File: src/rtl/fifo_wr_ctrl_pkg.sv
`default_nettype none
// ============================================================================
// Module      : definitions (package)
// Description : Shared widths, widle activity codes and write-FSM state type
//               for the asynchronous FIFO write side.
// Revision    : 1.0 - initial release
// ============================================================================
package definitions;

    localparam int ADDRSIZE = 10;
    localparam int DATASIZE = 8;

    // Write-side activity codes reported to fifo_ack
    localparam logic [1:0] WIDLE_ACT   = 2'b00;
    localparam logic [1:0] WIDLE_SHORT = 2'b01;
    localparam logic [1:0] WIDLE_LONG  = 2'b10;

    typedef enum logic [1:0] {
        IDLE  = 2'd0,
        REQ   = 2'd1,
        WRITE = 2'd2,
        DONE  = 2'd3
    } wr_state_t;

endpackage
`default_nettype wire

File: src/rtl/fifo_wr_ctrl_idle_mon.sv
`default_nettype none
// ============================================================================
// Module      : wr_idle_mon
// Description : Saturating idle-cycle counter and widle activity encoder.
// Revision    : 1.0 - initial release
// ============================================================================
module wr_idle_mon
    import definitions::*;
#(
    parameter int unsigned IDLE_LONG = 64
) (
    input  logic       wclk,
    input  logic       wrst,
    input  logic       in_idle,
    output logic [1:0] widle
);

    logic [7:0] icnt;

    // Count consecutive idle cycles, saturating at the 8-bit maximum
    always_ff @(posedge wclk) begin
        if (wrst) begin
            icnt <= 8'd0;
        end else if (!in_idle) begin
            icnt <= 8'd0;
        end else if (icnt != 8'hFF) begin
            icnt <= icnt + 8'd1;
        end
    end

    // Encode activity straight from the current state, no extra latency
    always_comb begin
        widle = WIDLE_ACT;
        if (in_idle) begin
            if ({24'd0, icnt} >= 32'(IDLE_LONG)) begin
                widle = WIDLE_LONG;
            end else begin
                widle = WIDLE_SHORT;
            end
        end
    end

endmodule
`default_nettype wire

File: src/rtl/fifo_wr_ctrl.sv
`default_nettype none
// ============================================================================
// Module      : fifo_wr_ctrl
// Description : Write-side burst controller for the asynchronous FIFO.
//               Requests space from fifo_ack, streams a burst into the FIFO
//               memory once granted, and reports write-side idleness.
// Revision    : 1.0 - initial release
// ============================================================================
module fifo_wr_ctrl
    import definitions::*;
#(
    parameter int          ADDRSIZE  = definitions::ADDRSIZE,
    parameter int          DATASIZE  = definitions::DATASIZE,
    parameter int unsigned IDLE_LONG = 64
) (
    input  logic                wclk,
    input  logic                wrst,
    input  logic                burst_start,
    input  logic [7:0]          burst_len,
    input  logic                src_valid,
    input  logic [DATASIZE-1:0] src_data,
    output logic                src_ready,
    input  logic                wack,
    input  logic                wfull,
    output logic                wen,
    output logic                winc,
    output logic [ADDRSIZE-1:0] waddr,
    output logic [DATASIZE-1:0] wdata,
    output logic [ADDRSIZE-1:0] wptr,
    output logic [1:0]          widle,
    output logic                burst_done
);

    wr_state_t           state;
    logic [8:0]          len_q;
    logic [8:0]          cnt;
    logic                w_write;

    // A word moves only while granted, offered and the FIFO has room
    always_comb begin
        w_write = (state == WRITE) && src_valid && !wfull;
    end

    // Burst FSM, burst length/progress and write pointer
    always_ff @(posedge wclk) begin
        if (wrst) begin
            state <= IDLE;
            len_q <= 9'd0;
            cnt   <= 9'd0;
            wptr  <= '0;
        end else begin
            case (state)
                IDLE: begin
                    if (burst_start) begin
                        // A zero length field encodes the maximum burst of 256
                        len_q <= (burst_len == 8'd0) ? 9'd256 : {1'b0, burst_len};
                        cnt   <= 9'd0;
                        state <= REQ;
                    end
                end
                REQ: begin
                    if (wack) begin
                        state <= WRITE;
                    end
                end
                WRITE: begin
                    if (w_write) begin
                        wptr <= wptr + 1'b1;
                        cnt  <= cnt + 9'd1;
                        if (cnt == len_q - 9'd1) begin
                            state <= DONE;
                        end
                    end
                end
                DONE: begin
                    state <= IDLE;
                end
                default: begin
                    state <= IDLE;
                end
            endcase
        end
    end

    // Handshake and memory-port outputs decoded from the state
    always_comb begin
        wen        = (state == REQ) || (state == WRITE);
        winc       = w_write;
        src_ready  = w_write;
        burst_done = (state == DONE);
        waddr      = wptr;
        wdata      = src_data;
    end

    wr_idle_mon #(
        .IDLE_LONG (IDLE_LONG)
    ) u_idle_mon (
        .wclk    (wclk),
        .wrst    (wrst),
        .in_idle (state == IDLE),
        .widle   (widle)
    );

endmodule
`default_nettype wire

File: config.mk
export PLATFORM = sky130hd
export DESIGN_NAME = fifo_wr_ctrl
export DESIGN_NICKNAME = d
export VERILOG_FILES = /design/src/rtl/fifo_wr_ctrl_pkg.sv /design/src/rtl/fifo_wr_ctrl_idle_mon.sv /design/src/rtl/fifo_wr_ctrl.sv
export SDC_FILE = /design/constraint.sdc
export NUM_CORES = 1
export LEC_CHECK = 0
export CORE_ASPECT_RATIO = 1.1
export CORE_MARGIN = 2
export CORE_UTILIZATION = 25
export DETAILED_ROUTE_END_ITERATION = 10
export DONT_BUFFER_PORTS = 1
export SLEW_MARGIN = 0
export SYNTH_ARGS = -nofsm -noshare
export SYNTH_HDL_FRONTEND = slang
export SYNTH_SLANG_ARGS = --single-unit
export TNS_END_PERCENT = 50
File: constraint.sdc
create_clock -name wclk -period 2.2 [get_ports wclk]
set_clock_uncertainty 0.15 [all_clocks]
set_input_delay 0.33 -clock wclk [delete_from_list [all_inputs] [get_ports wclk]]
set_output_delay 0.33 -clock wclk [all_outputs]
set_load 0.01 [all_outputs]
==> results of run 1 <==
## cells by family after synthesis
kind of cell | count (synthesis) | synth area share [%]
and+or+nand+nor | 122 | 27.2
DFF | 38 | 35.1
buffers and inverters | 36 | 9.52
AOI/OAI and AO/OA | 33 | 10.3
xor gates and xnor gates | 29 | 11.7
adders and majority gates | 9 | 5.19
muxes | 2 | 0.981
## final cells by class
cell class,instances,area (um^2)
fillers,916,6020
clock inverters,1,30.0
well taps,111,139
clock buffers,6,82.6
flip-flops and latches,38,763
multi-input cells,195,1240
repair buffers,12,92.6
inverters,9,33.8
## per-layer routing
layer | vias to the layer above | share of wire [%]
met4 | 0 | 2.4
met5 | - | 0
met1 | 833 | 45
li1 | 883 | -
met2 | 42 | 48
met3 | 11 | 4.3
## power by group
| part | switching (mW) | internal, mW |
|---|---|---|
| Combinational | 0.382 | 0.312 |
| Sequential | 0.0569 | 0.746 |
| Clock | 0.250 | 0.363 |
## registers in the layout, indices dropped and copies added, names as in the netlist
register	count
u_idle_mon.icnt	8
cnt	9
state	2
waddr	10
len_q	9
## worst max path at each step
stage / start / end / slack, ns / cells past startpoint
5_1_grt: len_q[0]$_SDFFE_PP0P_ / state[0]$_SDFFE_PP0P_ / -0.02 / 7
6_report: len_q[4]$_SDFFE_PP0P_ / state[0]$_SDFFE_PP0P_ / 0.11 / 5
4_1_cts: len_q[4]$_SDFFE_PP0P_ / state[0]$_SDFFE_PP0P_ / 0.03 / 5
3_5_place_dp: len_q[4]$_SDFFE_PP0P_ / state[0]$_SDFFE_PP0P_ / -0.005 / 5
2_1_floorplan: len_q[4]$_SDFFE_PP0P_ / state[0]$_SDFFE_PP0P_ / 0.09 / 5
3_3_place_gp: len_q[4]$_SDFFE_PP0P_ / state[0]$_SDFFE_PP0P_ / 0.05 / 5
## layout by cell type, fill, tap and decap left out, drive strengths merged, types with 2 or more instances in the layout
cell,Yosys,routed
o2111ai,2,2
clkbuf,8,6
or3,2,2
nor3,3,3
nor4,3,3
or4,2,2
a311oi,3,3
o211ai,2,2
and3,7,7
a21oi,12,12
xnor2,13,13
ha,9,9
buf,19,11
nand2,33,33
nand3,12,12
or2,3,3
o21ai,4,4
xor2,16,16
nor2b,2,2
nand2b,4,4
a211oi,3,3
inv,9,9
dfxtp,38,38
nand4,9,9
nor2,37,37
## metrics by stage
stage	setup slack [ns]	hold slack (ns)	TNS, ns
after floorplan	0.0869	0.294	0
after global placement	0.0514	0.252	0
after detailed placement	-0.00510	0.254	-0.00510
after CTS	0.0286	0.0131	0
after global routing	-0.0242	0.0213	-0.0242
final	0.110	0.0128	0
## repair_timing
| item | 4_1_cts | 5_1_grt |
|---|---|---|
| setup endpoints to repair | 1 | 7 |
| pin swaps | 0 | 4 |
| hold buffers | 1 | 0 |
| resized for setup | 1 | 8 |
| endpoints found under the hold margin | 22 | 0 |
==> impl.org, run 1 <==
** Run status
- Status :: finished, final reports clean

** Global route
- Initial antenna violation count :: 0
- Entering global routing, the biggest net connects 23 pins.
- Across every metal layer, demand over resource in global routing totals 10.2%.
- Met2 track demand over resource in global routing :: 17.5%
- The total overflow left after global routing is 0.
- The via count of the first global-routing pass was 1666.
- GR met1 Demand/Resource :: 12.0%
- First-pass GRT wire length :: 7730 um
- Highest-utilization routing layer at the global route stage :: met2
- Met3 capacity usage during global routing :: 2.60%

** CTS
- Clock tree synthesis selected as its root buffer the cell sky130_fd_sc_hd__clkbuf_8.
- The clock tree synthesis step divided the H-tree into 2 levels.
- Deepest clock path buffer count :: 2
- Setup bufs post-CTS :: 0
- TritonCTS built the clock tree.
- Counting the buffers created by CTS gives 5.
- Insertion delay of the later-clocked pin in the worst-skew pair :: 0.29 ns
- TritonCTS sink count :: 38
- Clock slew seen by the registers of the worst setup and hold paths :: 0.08 ns

** Floorplanning
- The floorplan step defined a core boundary enclosing 0.00841 mm^2.
- Standard-cell row count :: 35
- I/O Pins :: 56
- Floorplan die height :: 102 um
- The die covers 0.00943 mm^2.
- DIE WIDTH :: 92.8 um
- Effective utilization at floorplan :: 25.8%

** Min path
- Class of the tightest hold or removal check :: in2reg
- The path with the worst hold slack has its endpoint at len_q[1]$_SDFFE_PP0P_.
- In this run the most critical hold path is launched from burst_len[1].
- Cell depth of the worst min-delay path :: 2

** Finish
- Proportion of layout cells with a drive suffix above 1 :: 12.3%
- Number of nets in the layout :: 292
- Antenna Cells :: 0
- The area growth from synthesis to layout is 9.93%.
- Cells fill 28.3% of the core in the end.
- Post-route non-filler standard cell count :: 372
- Once layout is done, the placed cells without fillers occupy 0.00238 mm^2.

** Pwr
- VDD sags by at most 0.342 mV.
- Leak Pwr :: 0.859 nW
- In this run the power density over the cells is 885 mW/mm^2.
- Summing internal, switching and leakage power gives 2.11 mW.

** Critical path
- Kind of end point of the critical path :: register
- Peak fanout along the critical path :: 4
- The critical path in this run is classified as reg2reg.
- Data on the critical path arrives at its endpoint at 2.14 ns.
- The signal on the critical path passes through or4_4 > or2_4 > a311oi_4 > o2111ai_2 > a311oi_1.
- The worst register-to-register path begins at len_q[4]$_SDFFE_PP0P_.
- At the worst endpoint, the required time is 2.25 ns.
- The setup check on the worst reg-to-reg path leaves a slack of 0.11 ns.
- Together, buffers and inverters on the worst path number 0.
- Worst R2R End :: state[0]$_SDFFE_PP0P_
- Crit path largest cell delay :: 0.55 ns
- Among all stages on the critical path, the largest delay is contributed by sky130_fd_sc_hd__or4_4.
- STA classifies the critical path startpoint as a register.
- For the worst flop-to-flop path, the logic depth is 5.
- In this design, the largest share of critical-path delay is due to simple AND/OR/NAND/NOR gates.

** Synth
- Number of synthesized register bits :: 38
- Summed over its instances, the top area cell type makes up 35.1% of the synthesized netlist area.
- Mean cell area of the mapped netlist :: 8.06 um^2
- Top flip-flop cell by instance count after synthesis :: sky130_fd_sc_hd__dfxtp_1
- By instance count, the leading cell after synthesis is sky130_fd_sc_hd__dfxtp_1.
- Biggest area consumer among synthesized cells :: sky130_fd_sc_hd__dfxtp_1
- Ys Warns :: 0
- The netlist uses 40 different library cells.
- Post-synthesis sequential area ratio :: 35.1%
- In the synthesized netlist, the number of instances is 269.
- Synth async-reset ratio :: 0%
- The synthesized netlist occupies a cell area of 0.00217 mm^2.
- When the netlist entered floorplanning its net count stood at 300.
- Main area contributors after synthesis :: sky130_fd_sc_hd__dfxtp_1, sky130_fd_sc_hd__buf_4, sky130_fd_sc_hd__xor2_1
- In this run, synthesis inferred 0 flip-flops with an integrated enable.
- Sorting the synthesized cells by how often they occur yields sky130_fd_sc_hd__dfxtp_1, sky130_fd_sc_hd__nor2_1, sky130_fd_sc_hd__nand2_1.

** Timing
- The final count of pins violating max slew was 0.
- At the pin with the least slew margin, the transition time is 0.864 ns.
- Measured against its own limit, the worst slew margin works out to 42.2%.
- Crit path time final :: 2.09 ns
- Final setup viols :: 0
- Highest attainable clock frequency :: 478 MHz
- Post-route fraction of the period consumed by the critical path :: 95.0%
- The total count of hold-check failures in the final report was 0.
- Setup repair after global routing could not meet its margin everywhere.

** Detailed routing
- TritonRoute pass-1 iters :: 4
- The detailed router finished its first iteration with 119 violations.
- Drt wl/cell :: 12.7 um
- ANT nets after route :: 0
- Detailed routing inserted a total of 1769 vias.
- After detailed routing, the total wire length is 4730 um.
- Post-route DRC :: 0
- After detailed routing, the number of vias per cell comes to 4.76.

** Placement
- Placement-stage cell area :: 0.00222 mm^2
- Sum of net half-perimeters after detailed placement :: 3420 um
- The congestion estimate from routability-driven global placement came to 0.873.
- Counting tap cells, the placed design contains a total of 364 instances.
- IO Port Bufs :: 0

** Job
- Max-capacitance violation count :: 0
(Power assumes the default switching activity.)
==> run 2, diff against run 1 <==
Settings changed: CORE_MARGIN 2 to unset, DONT_BUFFER_PORTS 1 to unset.
==> impl.org, run 2 (same netlist as run 1, synthesis figures left out) <==
** Pwr
- PwrDens :: 734 mW/mm^2 (was 885 mW/mm^2)
- Sequential share of power :: 39.2% (was 38.0%)
- Internal Dissipation :: 1.36 mW (was 1.42 mW)
- Combinational power share :: 39.2% (was 32.9%)
- Share of total power in the clock network :: 21.6% (was 29.1%)
- Largest vdd supply drop :: 0.292 mV (was 0.342 mV)
- The leakage component of the power was 1.01 nW (was 0.859 nW).
- Psw :: 0.667 mW (was 0.690 mW)
- The net switching fraction of the power came to 32.8% (was 32.7%).

** Detailed routing
- The via count normalized by instance count is 4.49 (was 4.76).
- The via count was 1874 (was 1769).
- The residual DRC count was 0 (unchanged).
- The number of DRC markers in iteration 0 is 71 (was 119).
- TritonRoute pass-1 iters :: 5 (was 4)
- Drt wl/cell :: 11.4 um (was 12.7 um)
- The number of nets with antenna violations after routing came to 0 (unchanged).
- DRT Wirelength :: 4770 um (was 4730 um)

** Timing
- The post-route fraction of the period consumed by the critical path was 96.3% (was 95.0%).
- Final-report max-slew violation count :: 0 (unchanged)
- The number of failing setup endpoints in the final timing report came to 0 (unchanged).
- The slew of the pin with the lowest slew margin is 0.393 ns (was 0.864 ns).
- The top achievable clock speed is 472 MHz (was 478 MHz).
- Final hold violation count :: 0 (unchanged)
- Worst-case headroom to the max-slew limit :: 73.7% (was 42.2%)
- Worst Setup Slack, final :: 0.0810 ns (was 0.110 ns)
- The final critical delay including setup and external delays came to 2.12 ns (was 2.09 ns).

** Global route
- Initial antenna violation count :: 0 (unchanged)
- Via count of the first global-routing pass :: 1725 (was 1666)
- The wire length of the first global-routing pass is 8020 um (was 7730 um).
- Global router's overall resource usage :: 10.9% (was 10.2%)
- Pin count of the biggest net entering global routing :: 14 (was 23)
- Grt total ovfl :: 0 (unchanged)

** Finish
- Leading cell types in the layout, fill and taps excluded :: sky130_fd_sc_hd__nor2_1, sky130_fd_sc_hd__dfxtp_1, sky130_fd_sc_hd__clkdlybuf4s50_1 (was sky130_fd_sc_hd__nor2_1, sky130_fd_sc_hd__dfxtp_1, sky130_fd_sc_hd__nand2_1)
- The post-layout net count was 337 (was 292).
- Area Overhead vs Synth :: 27.6% (was 9.93%)
- The proportion of layout cells with a drive suffix above 1 was 12.4% (was 12.3%).
- The post-route core utilization was 32.9% (was 28.3%).
- The number of inserted filler cells in the final layout was 914 (was 916).
- The number of flip-flops in the largest register was 10 (unchanged).
- Antenna Cells :: 0 (unchanged)

** CTS
- Quantity of hold-fixing buffers added after cts :: 0 (was 1)
- The clock tree root buffer cell is sky130_fd_sc_hd__clkbuf_8 (unchanged).
- Deepest clock path buffer count :: 2 (unchanged)
- The TritonCTS sink count was 38 (unchanged).
- The number of levels the H-tree was split into was 2 (unchanged).
- The clock buffer count from CTS was 5 (unchanged).
- Clock slew seen by the registers of the worst setup and hold paths :: 0.07 ns (was 0.08 ns)
- Insertion delay of the later-clocked pin in the worst-skew pair :: 0.28 ns (was 0.29 ns)
- CTS tree :: done (unchanged)

** Critical path
- The maximum fanout along the worst path came to 5 (was 4).
- The setup slack of the worst register-to-register path was 0.08 ns (was 0.11 ns).
- The depth of the worst register-to-register path was 5 (unchanged).
- The nature of the critical path endpoint was a primary output (was register).
- Source of the worst register-to-register timing path :: len_q[5]$_SDFFE_PP0P_ (was len_q[4]$_SDFFE_PP0P_)
- Worst R2R End :: state[0]$_SDFFE_PP0P_ (unchanged)
- Category of the worst setup path launch point :: register (unchanged)
- The worst path arrival time is 1.64 ns (was 2.14 ns).
- Crit Path Class :: reg2out (was reg2reg)
- The data required time at the worst endpoint is 1.72 ns (was 2.25 ns).

** Min path
- Class of the tightest hold or removal check :: reg2reg (was in2reg)
- The hold path startpoint is u_idle_mon.icnt[1]$_SDFFE_PP0P_ (was burst_len[1]).
- The hold path depth is 2 (unchanged).
- The endpoint of the worst hold path was u_idle_mon.icnt[1]$_SDFFE_PP0P_ (was len_q[1]$_SDFFE_PP0P_).

** Job
- Max-capacitance violation count :: 0 (unchanged)

** Placement
- IO Port Bufs :: 39 (was 0)
- The placer congestion estimate came to 0.777 (was 0.873).
- Pre-CTS setup slack :: 0.00978 ns (was -0.00510 ns)
- Sum of net half-perimeters after detailed placement :: 3570 um (was 3420 um)

** Run status
- Status: finished, final reports clean (unchanged).

** Floorplanning
- Core footprint :: 0.00841 mm^2 (unchanged)
- The chip height came to 99.7 um (was 102 um).
- Standard-cell row count :: 35 (unchanged)
- The horizontal die dimension was 90.8 um (was 92.8 um).
- The top-level port count came to 56 (unchanged).
- Area of the die :: 0.00905 mm^2 (was 0.00943 mm^2)
- Effective utilization at floorplan :: 25.8% (unchanged)
[run 2: layout make-up]
class | instances | area [um^2] | area share [%]
Sequential cell | 38 | 763 | 27.6
Tap cell | 111 | 139 | 5.02
Clock buffer | 7 | 76.3 | 2.76
Inverter | 9 | 33.8 | 1.22
Multi-Input combinational cell | 195 | 1230 | 44.5
Timing Repair Buffer | 57 | 522 | 18.9
[run 2: power by group through the flow]
stage | Combinational [mW] | Sequential (mW) | Clock, mW
final | 0.797 | 0.797 | 0.438
after global routing | 0.890 | 0.807 | 0.493
after CTS | 0.746 | 0.794 | 0.459
after detailed placement | 0.741 | 0.810 | 0
after global placement | 0.735 | 0.809 | 0
after floorplan | 0.485 | 0.806 | 0
[run 2: worst max-delay path by stage]
stage,start,to
3_3_place_gp,len_q[4]$_SDFFE_PP0P_,state[0]$_SDFFE_PP0P_
4_1_cts,len_q[4]$_SDFFE_PP0P_,state[0]$_SDFFE_PP0P_
3_5_place_dp,len_q[4]$_SDFFE_PP0P_,state[0]$_SDFFE_PP0P_
2_1_floorplan,len_q[4]$_SDFFE_PP0P_,state[0]$_SDFFE_PP0P_
5_1_grt,state[1]$_SDFFE_PP0P_,state[0]$_SDFFE_PP0P_
6_report,state[0]$_SDFFE_PP0P_,widle[1]
[run 2: critical path, cell delays in order, from the launching register on]
cell                              delay (ns)
sky130_fd_sc_hd__dfxtp_2                0.33
sky130_fd_sc_hd__inv_1                  0.13
sky130_fd_sc_hd__ha_2                   0.24
sky130_fd_sc_hd__o21a_1                 0.13
sky130_fd_sc_hd__clkdlybuf4s50_1        0.53
[run 2: what timing repair did]
| item | CTS | global route |
|---|---|---|
| gates resized for setup | 7 | 5 |
| setup buffers | 0 | 2 |
| hold endpoints to repair | 0 | 0 |
| setup endpoints to repair | 4 | 4 |
| pin swaps | 1 | 4 |
[run 2: through the flow]
| stage | cell area, um^2 | power [mW] | hold slack, ns | instances | TNS, ns |
|---|---|---|---|---|---|
| after floorplan | 2170 | 1.29 | 0.294 | 269 | 0 |
| after CTS | 2730 | 2.00 | 0.331 | 415 | -0.00627 |
| final | 2770 | 2.03 | 0.330 | 417 | 0 |
| after global routing | 2770 | 2.19 | 0.370 | 417 | -0.0000122 |
| after global placement | 2650 | 1.54 | 0.310 | 408 | 0 |
| after detailed placement | 2650 | 1.55 | 0.321 | 408 | 0 |
[run 2: routing by layer]
metal | vias up | track usage, % | share of wire [%]
met1 | 869 | 13.5 | 48
met5 | - | 0 | 0
li1 | 973 | - | -
met3 | 6 | 2.06 | 3.4
met4 | 0 | 4.64 | 1.7
met2 | 26 | 18.4 | 47
